## src/rtl/jtframe_osd_seq.sv

```systemverilog
// jtframe_osd_seq
// Sequencer and arbiter for the OSD byte-serial command port. It shares the
// io_osd/io_strobe/io_din bus between requester 0 (menu/framebuffer writer)
// and requester 1 (info-box writer). Each frame is one command byte followed
// by len 16-bit payload words. The words are read through a shared read port
// with 1-cycle latency.
//
// Parameters: STB_W (1..15) strobe high/low cycles, SETUP (>=1) io_osd lead
// and trail cycles, GAP (>=1) minimum io_osd low cycles between frames.
// Optional feature macro: JTFRAME_OSDSEQ_RR_EN selects round-robin
// arbitration. When it is undefined, requester 1 has fixed priority.
//
// Ports:
//   clk, rst          clock, synchronous active-high reset
//   req[1:0]          request level per requester
//   cmd0/cmd1, len0/len1   command byte and payload word count (0..4096)
//   done[1:0]         one-cycle completion pulse per requester
//   busy              FSM not idle
//   rd_addr, rd_sel   payload word index and granted requester
//   rd_data           payload word, valid one cycle after rd_addr
//   io_osd, io_strobe, io_din   OSD command bus
//   osd_on            last enable state sent to the OSD
module jtframe_osd_seq #(
  parameter int unsigned STB_W = 2,
  parameter int unsigned SETUP = 2,
  parameter int unsigned GAP   = 2
) (
  input  logic        clk,
  input  logic        rst,
  input  logic [1:0]  req,
  input  logic [7:0]  cmd0,
  input  logic [7:0]  cmd1,
  input  logic [12:0] len0,
  input  logic [12:0] len1,
  output logic [1:0]  done,
  output logic        busy,
  output logic [12:0] rd_addr,
  output logic        rd_sel,
  input  logic [15:0] rd_data,
  output logic        io_osd,
  output logic        io_strobe,
  output logic [15:0] io_din,
  output logic        osd_on
);

  localparam logic [2:0] ST_IDLE  = 3'd0;
  localparam logic [2:0] ST_SETUP = 3'd1;
  localparam logic [2:0] ST_LOAD  = 3'd2;
  localparam logic [2:0] ST_STBH  = 3'd3;
  localparam logic [2:0] ST_STBL  = 3'd4;
  localparam logic [2:0] ST_FETCH = 3'd5;
  localparam logic [2:0] ST_HOLD  = 3'd6;
  localparam logic [2:0] ST_GAP   = 3'd7;

  localparam logic [15:0] C_SETUP = 16'(SETUP - 1);
  localparam logic [15:0] C_STB   = 16'(STB_W - 1);
  localparam logic [15:0] C_GAP   = 16'(GAP - 1);

  logic [2:0]  r_st;
  logic [15:0] r_cnt;
  logic        r_g;
  logic [7:0]  r_cmd;
  logic [12:0] r_len;
  logic [12:0] r_wc;
  logic        r_osd;
  logic        r_stb;
  logic [15:0] r_din;
  logic [1:0]  r_done;
  logic        r_on;
  logic        w_g;

`ifdef JTFRAME_OSDSEQ_RR_EN
  // r_ptr holds the last served requester; on contention the other one wins
  logic r_ptr;

  always_comb w_g = (req == 2'b11) ? ~r_ptr : req[1];

  always_ff @(posedge clk) begin
    if (rst)
      r_ptr <= 1'b0;
    else if (r_st == ST_IDLE && |req)
      r_ptr <= w_g;
  end
`else
  always_comb w_g = req[1];
`endif

  // io_din is loaded on entry to LOAD, so it is stable for a full cycle
  // before the strobe rises. rd_addr follows wc continuously. wc only moves
  // when leaving FETCH, so rd_data for the current word is already valid
  // during FETCH.
  always_ff @(posedge clk) begin
    if (rst) begin
      r_st   <= ST_IDLE;
      r_cnt  <= '0;
      r_g    <= 1'b0;
      r_cmd  <= '0;
      r_len  <= '0;
      r_wc   <= '0;
      r_osd  <= 1'b0;
      r_stb  <= 1'b0;
      r_din  <= '0;
      r_done <= '0;
      r_on   <= 1'b0;
    end else begin
      r_done <= '0;
      case (r_st)
        ST_IDLE: begin
          if (|req) begin
            r_g   <= w_g;
            r_cmd <= w_g ? cmd1 : cmd0;
            r_len <= w_g ? len1 : len0;
            r_wc  <= '0;
            r_cnt <= '0;
            r_osd <= 1'b1;
            r_st  <= ST_SETUP;
          end
        end
        ST_SETUP: begin
          if (r_cnt == C_SETUP) begin
            r_cnt <= '0;
            r_din <= {8'h00, r_cmd};
            r_st  <= ST_LOAD;
          end else begin
            r_cnt <= r_cnt + 16'd1;
          end
        end
        ST_LOAD: begin
          r_cnt <= '0;
          r_stb <= 1'b1;
          r_st  <= ST_STBH;
        end
        ST_STBH: begin
          if (r_cnt == C_STB) begin
            r_cnt <= '0;
            r_stb <= 1'b0;
            r_st  <= ST_STBL;
          end else begin
            r_cnt <= r_cnt + 16'd1;
          end
        end
        ST_STBL: begin
          if (r_cnt == C_STB) begin
            r_cnt <= '0;
            r_st  <= (r_wc < r_len) ? ST_FETCH : ST_HOLD;
          end else begin
            r_cnt <= r_cnt + 16'd1;
          end
        end
        ST_FETCH: begin
          r_din <= rd_data;
          r_wc  <= r_wc + 13'd1;
          r_st  <= ST_LOAD;
        end
        ST_HOLD: begin
          if (r_cnt == C_SETUP) begin
            r_cnt  <= '0;
            r_osd  <= 1'b0;
            r_done <= r_g ? 2'b10 : 2'b01;
            if (r_cmd[7:4] == 4'h4)
              r_on <= r_cmd[0];
            r_st   <= ST_GAP;
          end else begin
            r_cnt <= r_cnt + 16'd1;
          end
        end
        ST_GAP: begin
          if (r_cnt == C_GAP) begin
            r_cnt <= '0;
            r_st  <= ST_IDLE;
          end else begin
            r_cnt <= r_cnt + 16'd1;
          end
        end
        default: r_st <= ST_IDLE;
      endcase
    end
  end

  assign done      = r_done;
  assign busy      = (r_st != ST_IDLE);
  assign rd_addr   = r_wc;
  assign rd_sel    = r_g;
  assign io_osd    = r_osd;
  assign io_strobe = r_stb;
  assign io_din    = r_din;
  assign osd_on    = r_on;

endmodule

```

## config.mk

```make
export PLATFORM = sky130hd
export DESIGN_NAME = jtframe_osd_seq
export DESIGN_NICKNAME = d
export VERILOG_FILES = /design/src/rtl/jtframe_osd_seq.sv
export SDC_FILE = /design/constraint.sdc
export NUM_CORES = 1
export LEC_CHECK = 0
export CAP_MARGIN = 5
export CORE_MARGIN = 5
export CORE_UTILIZATION = 35
export DETAILED_ROUTE_END_ITERATION = 10
export PLACE_DENSITY = 0.73
export SLEW_MARGIN = 20
export SYNTH_ARGS = -nofsm -noshare
export SYNTH_HDL_FRONTEND = slang
export SYNTH_SLANG_ARGS = --single-unit
export TNS_END_PERCENT = 1
```

## constraint.sdc

```tcl
create_clock -name clk -period 1.83 [get_ports clk]
set_input_delay 0.4575 -clock clk [delete_from_list [all_inputs] [get_ports clk]]
set_output_delay 0.4575 -clock clk [all_outputs]
set_load 0.02 [all_outputs]
```

* Word level (Yosys, flattened, before mapping)
Cells that the tools add are included.
Cells by class: order comparisons 1, equal/unequal tests 15, bitwise operators 2, reduce and logical (&&, ||, !) cells 18, multiplexer cells 22, add/sub/neg operators 2
Operators with widths (count):
- two-way mux 16 bit | 3
- one-hot mux 16 bit (3 select lines) | 1
- one-hot mux 16 bit (2 select lines) | 1
- two-way mux 13 bit | 2
- one-hot mux 13 bit (2 select lines) | 1
- one-hot mux 3 bit (8 select lines) | 1
- two-way mux 3 bit | 6
- adder 16 x 1 -> 16 bit (second input constant) | 1
- equality test 16 x 1 -> 1 bit (second input constant) | 1
- adder 13 x 1 -> 13 bit (second input constant) | 1
- < comparator 13 bit | 1
- equality test 3 bit (second input constant) | 4
- inequality test 2 bit (second input constant) | 6
- AND reduction 2 bit | 5
- two-way mux 8 bit | 1
- nonzero test 2 bit | 4
- equality test 3 x 2 -> 1 bit (second input constant) | 2
- AND reduction 3 bit | 2
- AND reduction 6 bit | 1
- nonzero test 3 bit | 2
- OR reduction 5 bit | 1
- equality test 4 x 3 -> 1 bit (second input constant) | 1
- two-way mux 2 bit | 2
- one-hot mux 1 bit (2 select lines) | 2
- other kinds (6) | 8
Word-level totals: output and inout port bits 36, register bits after elaboration 75

* Longest topological paths before layout
Gate-level depths: netlist of run 1.
depth after elaboration 4, mapped depth 9

* Worst setup path before layout of run 1
OpenSTA, ideal clock, no wires.
path kind in2reg, start point input port req[1], end point register r_cnt[3], buffers on the path 2, required time 1.713 ns, stages on the path 7, arrival time 1.724 ns, path slack -0.011 ns, cells stage by stage buf_2 -> or4_1 -> a21o_1 -> buf_4 -> nand4_1 -> xor2_1 -> nor2_1
Between the ends: word-level cells in the longest chain between the ends 3
Ends and longest elaborated chain:
- start, declared | line 30 | input logic [1:0] req,
- OR reduction 2 bit | line 109 | if (|req) begin
- inequality test 2 bit (no line)
- AND reduction 2 bit (no line)
- end signal, assigned | line 125 | r_cnt <= r_cnt + 16'd1;
- end signal, assigned | line 139 | r_cnt <= r_cnt + 16'd1;
- end signal, assigned | line 147 | r_cnt <= r_cnt + 16'd1;
- end, declared | line 60 | logic [15:0] r_cnt;
Every way passes these cells. A chain may end at the register's enable or synchronous reset.

* Worst setup path after layout of run 1
start point register r_din[0] (netlist: io_din[0]), end point output port io_din[0]
RTL lines:
- start, declared | line 67 | logic [15:0] r_din;
- start signal, assigned | line 122 | r_din <= {8'h00, r_cmd};
- start signal, assigned | line 151 | r_din <= rd_data;
- end, declared | line 42 | output logic [15:0] io_din,
No word-level cell between the ends.

==> impl_results.html, run 1 <==
<table>
<tr><th>Metric</th><th>Value</th></tr>
<tr><th colspan="2">Outcome</th></tr>
<tr><td>Run status</td><td>completed</td></tr>
<tr><th colspan="2">Worst hold path</th></tr>
<tr><td>Worst min-delay path category</td><td>reg -&gt; reg</td></tr>
<tr><td>Worst hold path depth</td><td>2</td></tr>
<tr><th colspan="2">Timing</th></tr>
<tr><td>Final setup violating endpoints</td><td>0</td></tr>
<tr><td>Slew HR</td><td>between 70% and 80%</td></tr>
<tr><td>Transition at the pin with the smallest max-transition slack</td><td>0.3822 ns</td></tr>
<tr><td>Final Hold Fails</td><td>0</td></tr>
<tr><td>Share of the clock period used by the worst path after layout</td><td>97.51%</td></tr>
<tr><td>Final clock skew</td><td>roughly 0.01 ns</td></tr>
<tr><td>Worst slack on hold paths</td><td>0.4968 ns</td></tr>
<tr><td>Minimum setup slack in the final design</td><td>about 0.046 ns</td></tr>
<tr><td>Unrepaired setup endpoints after global routing</td><td>yes</td></tr>
<tr><td>Max-slew violation count</td><td>0</td></tr>
<tr><td>Maximum clock frequency</td><td>560.4 MHz</td></tr>
<tr><td>Final worst path period need</td><td>between 1.5 and 2 ns</td></tr>
<tr><th colspan="2">Floorplan</th></tr>
<tr><td>Initial core utilization</td><td>35.33%</td></tr>
<tr><td>Core area</td><td>around 11000 µm²</td></tr>
<tr><td>Top-Level Pins</td><td>98</td></tr>
<tr><td>Standard-cell row count</td><td>38</td></tr>
<tr><td>Die span in x</td><td>113.9 µm</td></tr>
<tr><td>Vertical extent of the die</td><td>roughly 110 µm</td></tr>
<tr><td>Die Area</td><td>12980 µm²</td></tr>
<tr><th colspan="2">Logic synthesis</th></tr>
<tr><td>List of most frequent post-synthesis cells</td><td>dfxtp_1 (75), nor2_1 (73), nand2_1 (38), a211oi_1 (26), mux2i_1 (22)</td></tr>
<tr><td>Post-synthesis register bit count</td><td>between 70 and 80</td></tr>
<tr><td>Cell Area, Synth</td><td>around 3800 µm²</td></tr>
<tr><td>Number of library cell types mapped by synthesis</td><td>between 50 and 60</td></tr>
<tr><td>Sequential share of the synthesized area</td><td>39.72%</td></tr>
<tr><td>Nets in the synthesized netlist</td><td>518</td></tr>
<tr><td>Share of flip-flops with an asynchronous set or reset after synthesis</td><td>0%</td></tr>
<tr><td>Number of synthesized flops with an enable pin</td><td>0</td></tr>
<tr><td>Synth Instances</td><td>around 440</td></tr>
<tr><td>Synth area leader</td><td>dfxtp_1</td></tr>
<tr><td>Average instance area after synthesis</td><td>roughly 8.6 µm²</td></tr>
<tr><td>Most used standard cell by instance count after synthesis</td><td>dfxtp_1</td></tr>
<tr><td>Synth Warn #</td><td>0</td></tr>
<tr><td>Commonest register cell after synthesis</td><td>dfxtp_1</td></tr>
<tr><td>Top-area cell type share of the netlist area</td><td>a little under 40%</td></tr>
<tr><td>Top post-synthesis cells by area</td><td>dfxtp_1 (40%), nor2_1 (7.2%), mux2i_1 (5.8%), a211oi_1 (5.2%), ha_1 (5.0%)</td></tr>
<tr><th colspan="2">Global route</th></tr>
<tr><td>Number of global-route vias before repair</td><td>~3700</td></tr>
<tr><td>Global-route wire length before repair</td><td>around 17 mm</td></tr>
<tr><td>Number of antenna violations at the first check in global routing</td><td>0</td></tr>
<tr><td>Global-route usage over all layers</td><td>between 15 and 20%</td></tr>
<tr><td>GRT overflow</td><td>0</td></tr>
<tr><td>Largest net degree at the start of global routing</td><td>26</td></tr>
<tr><th colspan="2">Detailed routing</th></tr>
<tr><td>Number of detailed-routing iterations run before antenna repair</td><td>7</td></tr>
<tr><td>Total via count after detailed routing</td><td>3638</td></tr>
<tr><td>Post-detailed-route DRC marker count</td><td>0</td></tr>
<tr><td>Post-detailed-routing wire length</td><td>between 10 and 15 mm</td></tr>
<tr><td>Routed len/inst</td><td>14.40 µm</td></tr>
<tr><td>Detailed-route vias per instance</td><td>between 5 and 6</td></tr>
<tr><td>Number of design-rule violations left by the first detailed-router iteration</td><td>178</td></tr>
<tr><td>Final antenna-violating net count</td><td>0</td></tr>
<tr><th colspan="2">Worst setup path</th></tr>
<tr><td>Total number of cells along the worst setup path</td><td>1</td></tr>
<tr><td>Critical path arrival</td><td>roughly 1.3 ns</td></tr>
<tr><td>Data required time of the critical path</td><td>~1.4 ns</td></tr>
<tr><td>Max stage delay on crit path</td><td>0.62 ns</td></tr>
<tr><td>Startpoint Class</td><td>flop</td></tr>
<tr><td>Critical path, cell by cell</td><td>clkdlybuf4s50_1</td></tr>
<tr><td>Buffer and inverter count on the worst path</td><td>1</td></tr>
<tr><td>Peak fanout along the critical path</td><td>2</td></tr>
<tr><td>Top Family by Delay on Critical Path</td><td>buffers and inverters</td></tr>
<tr><td>Reg2Reg Depth</td><td>5</td></tr>
<tr><td>Setup crit end kind</td><td>output pin</td></tr>
<tr><td>Cell type of the slowest stage on the worst timing path</td><td>clkdlybuf4s50_1</td></tr>
<tr><td>Category of the critical setup timing path</td><td>reg -&gt; out</td></tr>
<tr><th colspan="2">Placement</th></tr>
<tr><td>Global placement routability congestion</td><td>0.7986</td></tr>
<tr><td>Pre-CTS WS</td><td>-0.4787 ns</td></tr>
<tr><td>Total half-perimeter wirelength after legalization and detailed placement</td><td>7.721 mm</td></tr>
<tr><td>Inst Count DP</td><td>about 700</td></tr>
<tr><td>Port buffer count</td><td>between 90 and 100</td></tr>
<tr><th colspan="2">Power</th></tr>
<tr><td>PD cells</td><td>1040 nW/µm²</td></tr>
<tr><td>IR drop worst, VDD</td><td>~0.65 mV</td></tr>
<tr><td>Lkg Pwr</td><td>between 0.002 and 0.0025 µW</td></tr>
<tr><th colspan="2">Clock network</th></tr>
<tr><td>Number of buffers inserted during clock tree synthesis</td><td>9</td></tr>
<tr><td>Clock Latency Late Sink</td><td>approximately 0.35 ns</td></tr>
<tr><td>CTS Root Cell</td><td>clkbuf_8</td></tr>
<tr><td>Number of levels in the clock H-tree</td><td>3</td></tr>
<tr><td>Count of hold buffers inserted by post-cts repair</td><td>0</td></tr>
<tr><td>TritonCTS sink count</td><td>75</td></tr>
<tr><td>CTS tree</td><td>built</td></tr>
<tr><td>Number of buffers on the longest clock path</td><td>2</td></tr>
<tr><td>Clock input transition at the sequential cells of the worst setup and hold paths</td><td>around 0.080 ns</td></tr>
<tr><th colspan="2">Run</th></tr>
<tr><td>Max-cap viol count</td><td>0</td></tr>
<tr><th colspan="2">Layout</th></tr>
<tr><td>Final standard cell count with taps included and fillers excluded</td><td>around 700</td></tr>
<tr><td>Register Area</td><td>approximately 1500 µm²</td></tr>
<tr><td>Fill cell total of the finished layout</td><td>1016</td></tr>
<tr><td>Count of nets after finishing</td><td>639</td></tr>
<tr><td>Diode insertion count for antenna repair</td><td>0</td></tr>
<tr><td>Fraction of final layout cells sized beyond drive strength 1</td><td>15.34%</td></tr>
<tr><td>Multi-input combinational cell area</td><td>~2200 µm²</td></tr>
<tr><td>Layout overhead on the synthesized area</td><td>43.96%</td></tr>
</table>
==> through the flow <==
stage / utilization, % / TNS, ns / power [µW] / area, µm²
floorplan: - / 0 / 3262 / 3784
global route: 50.87 / -0.4974 / 6016 / 5441
CTS: 49.93 / -0.09082 / 5613 / 5341
finish: 50.87 / 0 / 5658 / 5441
global placement: 47.53 / -14.51 / 3955 / 5085
detailed placement: 47.53 / -18.68 / 4032 / 5085
==> logic make-up after synthesis <==
group	Yosys count	share of synthesized area (%)
AND/OR/NAND/NOR	183	23.44
AO/OA/AOI/OAI	86	16.32
flip-flops	75	39.72
buffers and inverters	42	5.230
multiplexers	27	7.315
adder cells (fa/ha/maj)	15	4.965
XOR/XNOR	13	3.012
==> worst paths after layout <==
check,start,endpoint,slack [ns]
worst max-delay path,io_din[0],io_din[0],0.05
worst min-delay path,r_cmd[1],io_din[1],0.50
worst max register to register,r_st[1],r_cnt[14],0.06
worst min register to register,r_cmd[1],io_din[1],0.50
==> final cells by class <==
| class | instances | area share, % |
|---|---|---|
| clock inverters | 7 | 2.230 |
| clock buffers | 9 | 2.276 |
| multi-input cells | 324 | 39.92 |
| repair buffers | 136 | 23.59 |
| well taps | 140 | 3.219 |
| flip-flops and latches | 75 | 27.66 |
| inverters | 16 | 1.104 |
==> layout by cell type, fill, tap and decap left out, types with 3 or more instances in the layout <==
cell	Yosys	layout
mux2i_1	22	22
and4_1	4	3
a211oi_1	26	26
nand2b_1	3	3
clkbuf_8	0	9
clkdlybuf4s50_1	0	77
nor2_2	4	4
and3_1	3	3
a21oi_1	15	15
o21ai_0	6	6
nand3_1	16	16
dlymetal6s2s_1	0	4
dfxtp_1	75	72
dfxtp_2	0	3
a22oi_1	9	9
inv_1	15	15
buf_4	4	35
dlygate4sd2_1	0	14
ha_1	15	14
nor2_1	73	72
nor3_1	10	8
inv_6	0	3
nor2b_1	4	4
a311oi_2	2	4
xnor2_1	8	8
a311oi_1	8	6
mux2_1	5	5
nand4_1	11	11
bufinv_16	0	3
o21ai_1	6	6
a31oi_1	3	3
xor2_1	5	5
nand2_1	38	38
==> metal layers <==
metal  GRT usage [%]  part of all wire, %  up-vias
li1                -                    -     1827
met1           18.99                   44     1680
met2           26.15                   49      120
met3           4.403                  6.4       11
met4           5.622                  1.3        0
met5               0                    0        -
==> state kept, by name, indices dropped and copies added (netlist names), 2 cells and up <==
name and count:
rd_addr 13, r_st 3, r_cmd 8, done 2
r_len 13, io_din 16, r_cnt 16
==> what timing repair did <==
item / CTS / global route
resized for setup: 23 / 22
setup endpoints to repair: 58 / 60
pin swaps: 0 / 5
buffers inserted: 0 / 1
==> power by group <==
| group | switching (µW) | total (µW) | internal [µW] |
|---|---|---|---|
| Sequential | 184 | 2070 | 1890 |
| Combinational | 1070 | 2020 | 945 |
| Clock | 652 | 1570 | 918 |
| Total | 1910 | 5660 | 3750 |
Note: power is estimated with default switching activity, not from simulation.
==> run 2: changes to the inputs <==
--- a/config.mk
+++ b/config.mk
@@ -10,6 +10,7 @@
 export CORE_UTILIZATION = 35
 export DETAILED_ROUTE_END_ITERATION = 10
 export PLACE_DENSITY = 0.73
+export SKIP_CTS_REPAIR_TIMING = 1
 export SLEW_MARGIN = 20
 export SYNTH_ARGS = -nofsm -noshare
 export SYNTH_HDL_FRONTEND = slang
==> impl_results.html, run 2 (synthesis results as in run 1) <==
<table>
<tr><th>Metric</th><th>Value</th></tr>
<tr><th colspan="2">Layout</th></tr>
<tr><td>Leading cell type in the layout, fill and taps excluded</td><td>clkdlybuf4s50_1</td></tr>
<tr><td>Final standard cell count with taps included and fillers excluded</td><td>706 (-0.14%)</td></tr>
<tr><td>Layout overhead on the synthesized area</td><td>44.95%</td></tr>
<tr><td>Highest-count cells in the layout ignoring fill and taps</td><td>clkdlybuf4s50_1 (77), nor2_1 (72), dfxtp_1 (71), nand2_1 (38), buf_4 (33)</td></tr>
<tr><td>Diode insertion count for antenna repair</td><td>0 (unchanged)</td></tr>
<tr><td>Count of nets after finishing</td><td>638 (-0.16%)</td></tr>
<tr><td>Finished layout cell area</td><td>5479 µm² (+0.69%)</td></tr>
<tr><td>Fraction of final layout cells sized beyond drive strength 1</td><td>15.02% (-0.33 points)</td></tr>
<tr><th colspan="2">Floorplan</th></tr>
<tr><td>Core area</td><td>10700 µm² (unchanged)</td></tr>
<tr><td>Top-Level Pins</td><td>98 (unchanged)</td></tr>
<tr><td>Die span in x</td><td>113.9 µm (unchanged)</td></tr>
<tr><td>Vertical extent of the die</td><td>113.9 µm (unchanged)</td></tr>
<tr><td>Initial core utilization</td><td>35.33% (unchanged)</td></tr>
<tr><td>Standard-cell row count</td><td>38 (unchanged)</td></tr>
<tr><td>Die Area</td><td>12980 µm² (unchanged)</td></tr>
<tr><th colspan="2">Worst setup path</th></tr>
<tr><td>Setup crit end kind</td><td>flop</td></tr>
<tr><td>Top Family by Delay on Critical Path</td><td>simple AND/OR/NAND/NOR gates</td></tr>
<tr><td>Reg2Reg Depth</td><td>6 (+1)</td></tr>
<tr><td>Max stage delay on crit path</td><td>0.53 ns (-0.09 ns)</td></tr>
<tr><td>Critical path arrival</td><td>2.09 ns (+0.76 ns)</td></tr>
<tr><td>Startpoint Class</td><td>flop</td></tr>
<tr><td>Cell type of the slowest stage on the worst timing path</td><td>or4_1</td></tr>
<tr><td>Critical path, cell by cell</td><td>buf_12 -&gt; nand3b_2 -&gt; o21ai_1 -&gt; nand2b_1 -&gt; or4_1 -&gt; a31oi_1</td></tr>
<tr><td>Data required time of the critical path</td><td>2.11 ns (+0.74 ns)</td></tr>
<tr><td>Category of the critical setup timing path</td><td>reg -&gt; reg</td></tr>
<tr><td>Buffer and inverter count on the worst path</td><td>1 (unchanged)</td></tr>
<tr><td>Peak fanout along the critical path</td><td>10 (+8)</td></tr>
<tr><td>Total number of cells along the worst setup path</td><td>6 (+5)</td></tr>
<tr><th colspan="2">Timing</th></tr>
<tr><td>Final Hold Fails</td><td>0 (unchanged)</td></tr>
<tr><td>Final worst path period need</td><td>1.813 ns (+0.02889 ns)</td></tr>
<tr><td>Worst slack on hold paths</td><td>0.4969 ns (+0.0001200 ns)</td></tr>
<tr><td>Transition at the pin with the smallest max-transition slack</td><td>0.3244 ns (-0.05780 ns)</td></tr>
<tr><td>Final setup violating endpoints</td><td>0 (unchanged)</td></tr>
<tr><td>Maximum clock frequency</td><td>551.5 MHz (-1.6%)</td></tr>
<tr><td>Slew HR</td><td>78.07% (+3.8 points)</td></tr>
<tr><td>Unrepaired setup endpoints after global routing</td><td>yes</td></tr>
<tr><td>Max-slew violation count</td><td>0 (unchanged)</td></tr>
<tr><td>Final clock skew</td><td>0.01017 ns (+0.0001420 ns)</td></tr>
<tr><td>Share of the clock period used by the worst path after layout</td><td>99.09% (+1.6 points)</td></tr>
<tr><td>Final TNS setup</td><td>0 ns (unchanged)</td></tr>
<tr><th colspan="2">Power</th></tr>
<tr><td>Sequential share of power</td><td>36.7% (about the same)</td></tr>
<tr><td>IR drop worst, VDD</td><td>0.6476 mV (-0.96%)</td></tr>
<tr><td>Switching Power</td><td>1881 µW (-1.4%)</td></tr>
<tr><td>Lkg Pwr</td><td>0.002356 µW (+9.1%)</td></tr>
<tr><td>Portion of total power attributed to the clock network</td><td>27.9% (+0.2 points)</td></tr>
<tr><td>P_int</td><td>3741 µW (-0.25%)</td></tr>
<tr><td>PD cells</td><td>1026 nW/µm² (-1.3%)</td></tr>
<tr><td>Switching share of power</td><td>33.46% (-0.25 points)</td></tr>
<tr><td>Logic pwr share</td><td>35.4% (-0.2 points)</td></tr>
<tr><th colspan="2">Worst hold path</th></tr>
<tr><td>Worst min-delay path category</td><td>reg -&gt; reg</td></tr>
<tr><td>Worst hold path depth</td><td>2 (unchanged)</td></tr>
<tr><th colspan="2">Global route</th></tr>
<tr><td>Number of global-route vias before repair</td><td>3695 (+0.16%)</td></tr>
<tr><td>Global-route wire length before repair</td><td>16.70 mm (+0.25%)</td></tr>
<tr><td>GRT overflow</td><td>0 (unchanged)</td></tr>
<tr><td>Largest net degree at the start of global routing</td><td>26 (unchanged)</td></tr>
<tr><td>Global-route usage over all layers</td><td>15.60% (+0.032 points)</td></tr>
<tr><td>Number of antenna violations at the first check in global routing</td><td>0 (unchanged)</td></tr>
<tr><th colspan="2">Placement</th></tr>
<tr><td>Port buffer count</td><td>97 (unchanged)</td></tr>
<tr><td>Total half-perimeter wirelength after legalization and detailed placement</td><td>7.721 mm (unchanged)</td></tr>
<tr><td>Inst Count DP</td><td>690 (unchanged)</td></tr>
<tr><td>Cell area reported after detailed placement</td><td>5085 µm² (unchanged)</td></tr>
<tr><td>Global placement routability congestion</td><td>0.7986 (unchanged)</td></tr>
<tr><th colspan="2">Detailed routing</th></tr>
<tr><td>Total via count after detailed routing</td><td>3616 (-0.60%)</td></tr>
<tr><td>Number of detailed-routing iterations run before antenna repair</td><td>5 (-2)</td></tr>
<tr><td>Post-detailed-routing wire length</td><td>10.04 mm (-1.4%)</td></tr>
<tr><td>Number of design-rule violations left by the first detailed-router iteration</td><td>148 (-17%)</td></tr>
<tr><td>Routed len/inst</td><td>14.22 µm (-1.2%)</td></tr>
<tr><td>Total length of routed met2 wires</td><td>4.900 mm (-1.0%)</td></tr>
<tr><td>Met1 wire length</td><td>4.415 mm (-0.67%)</td></tr>
<tr><td>Detailed-route vias per instance</td><td>5.122 (-0.46%)</td></tr>
<tr><td>Final antenna-violating net count</td><td>0 (unchanged)</td></tr>
<tr><td>Post-detailed-route DRC marker count</td><td>0 (unchanged)</td></tr>
<tr><td>Highest signal layer in the routed design</td><td>met4</td></tr>
<tr><td>Detailed route wirelength on metal3</td><td>587 µm (-9.4%)</td></tr>
<tr><th colspan="2">Clock network</th></tr>
<tr><td>TritonCTS sink count</td><td>75 (unchanged)</td></tr>
<tr><td>CTS tree</td><td>built</td></tr>
<tr><td>Clock input transition at the sequential cells of the worst setup and hold paths</td><td>0.08 ns (about the same)</td></tr>
<tr><td>Clock Latency Late Sink</td><td>0.35 ns (about the same)</td></tr>
<tr><td>CTS Root Cell</td><td>clkbuf_8</td></tr>
<tr><td>Number of levels in the clock H-tree</td><td>3 (unchanged)</td></tr>
<tr><td>Number of buffers inserted during clock tree synthesis</td><td>9 (unchanged)</td></tr>
<tr><td>Number of buffers on the longest clock path</td><td>2 (unchanged)</td></tr>
<tr><th colspan="2">Outcome</th></tr>
<tr><td>Run status</td><td>completed</td></tr>
<tr><th colspan="2">Run</th></tr>
<tr><td>Max-cap viol count</td><td>0 (unchanged)</td></tr>
</table>
## run 2: changes by cell type in the layout (fill, tap and decap cells not counted), sizes merged
cell           before  now
clkdlybuf4s15       1    0
buf                40   39
dlygate4sd2        14    0
dlymetal6s2s        4   19
## run 2: stage by stage
step / setup slack (ns) / power [µW] / utilization, %
3_5_place_dp: -0.4787 / 4032 / 47.53
2_1_floorplan: 0.01336 / 3262 / -
4_1_cts: -0.2750 / 5613 / 49.82
6_report: 0.01670 / 5622 / 51.22
5_1_grt: -0.05995 / 5979 / 51.22
3_3_place_gp: -0.3616 / 3955 / 47.53
## run 2: cell type report
type                    count  area (µm²)
repair buffers            135        1335
well taps                 140       175.2
fillers                  1005        5219
multi-input cells         324        2157
clock buffers               9       123.9
clock inverters             7       121.4
flip-flops and latches     75        1506
inverters                  16       60.06
## run 2: path summary, 6_finish.rpt
check                 from        end  slack [ns]
setup / recovery   r_st[0]  r_cnt[14]        0.02
hold / removal    r_cmd[1]  io_din[1]        0.50
setup reg to reg   r_st[0]  r_cnt[14]        0.02
hold reg to reg   r_cmd[1]  io_din[1]        0.50
## run 2: power groups by stage
stage	registers, µW	clock network, µW	logic (µW)
final	2060	1570	1990
after global routing	2100	1660	2220
after CTS	2060	1610	1940
after detailed placement	2100	0	1930
after global placement	2090	0	1860
after floorplan	2120	0	1140
## run 2: per-layer routing
layer,GRT usage [%],up-vias
li1,-,1821
met1,18.98,1681
met2,26.27,103
met3,4.403,11
met4,5.622,0
met5,0,-
## run 2: tightest hold or removal path: stages, from the launching register on
cell,delay [ns]
dfxtp_1,0.32
nand2_1,0.06
a311oi_1,0.08
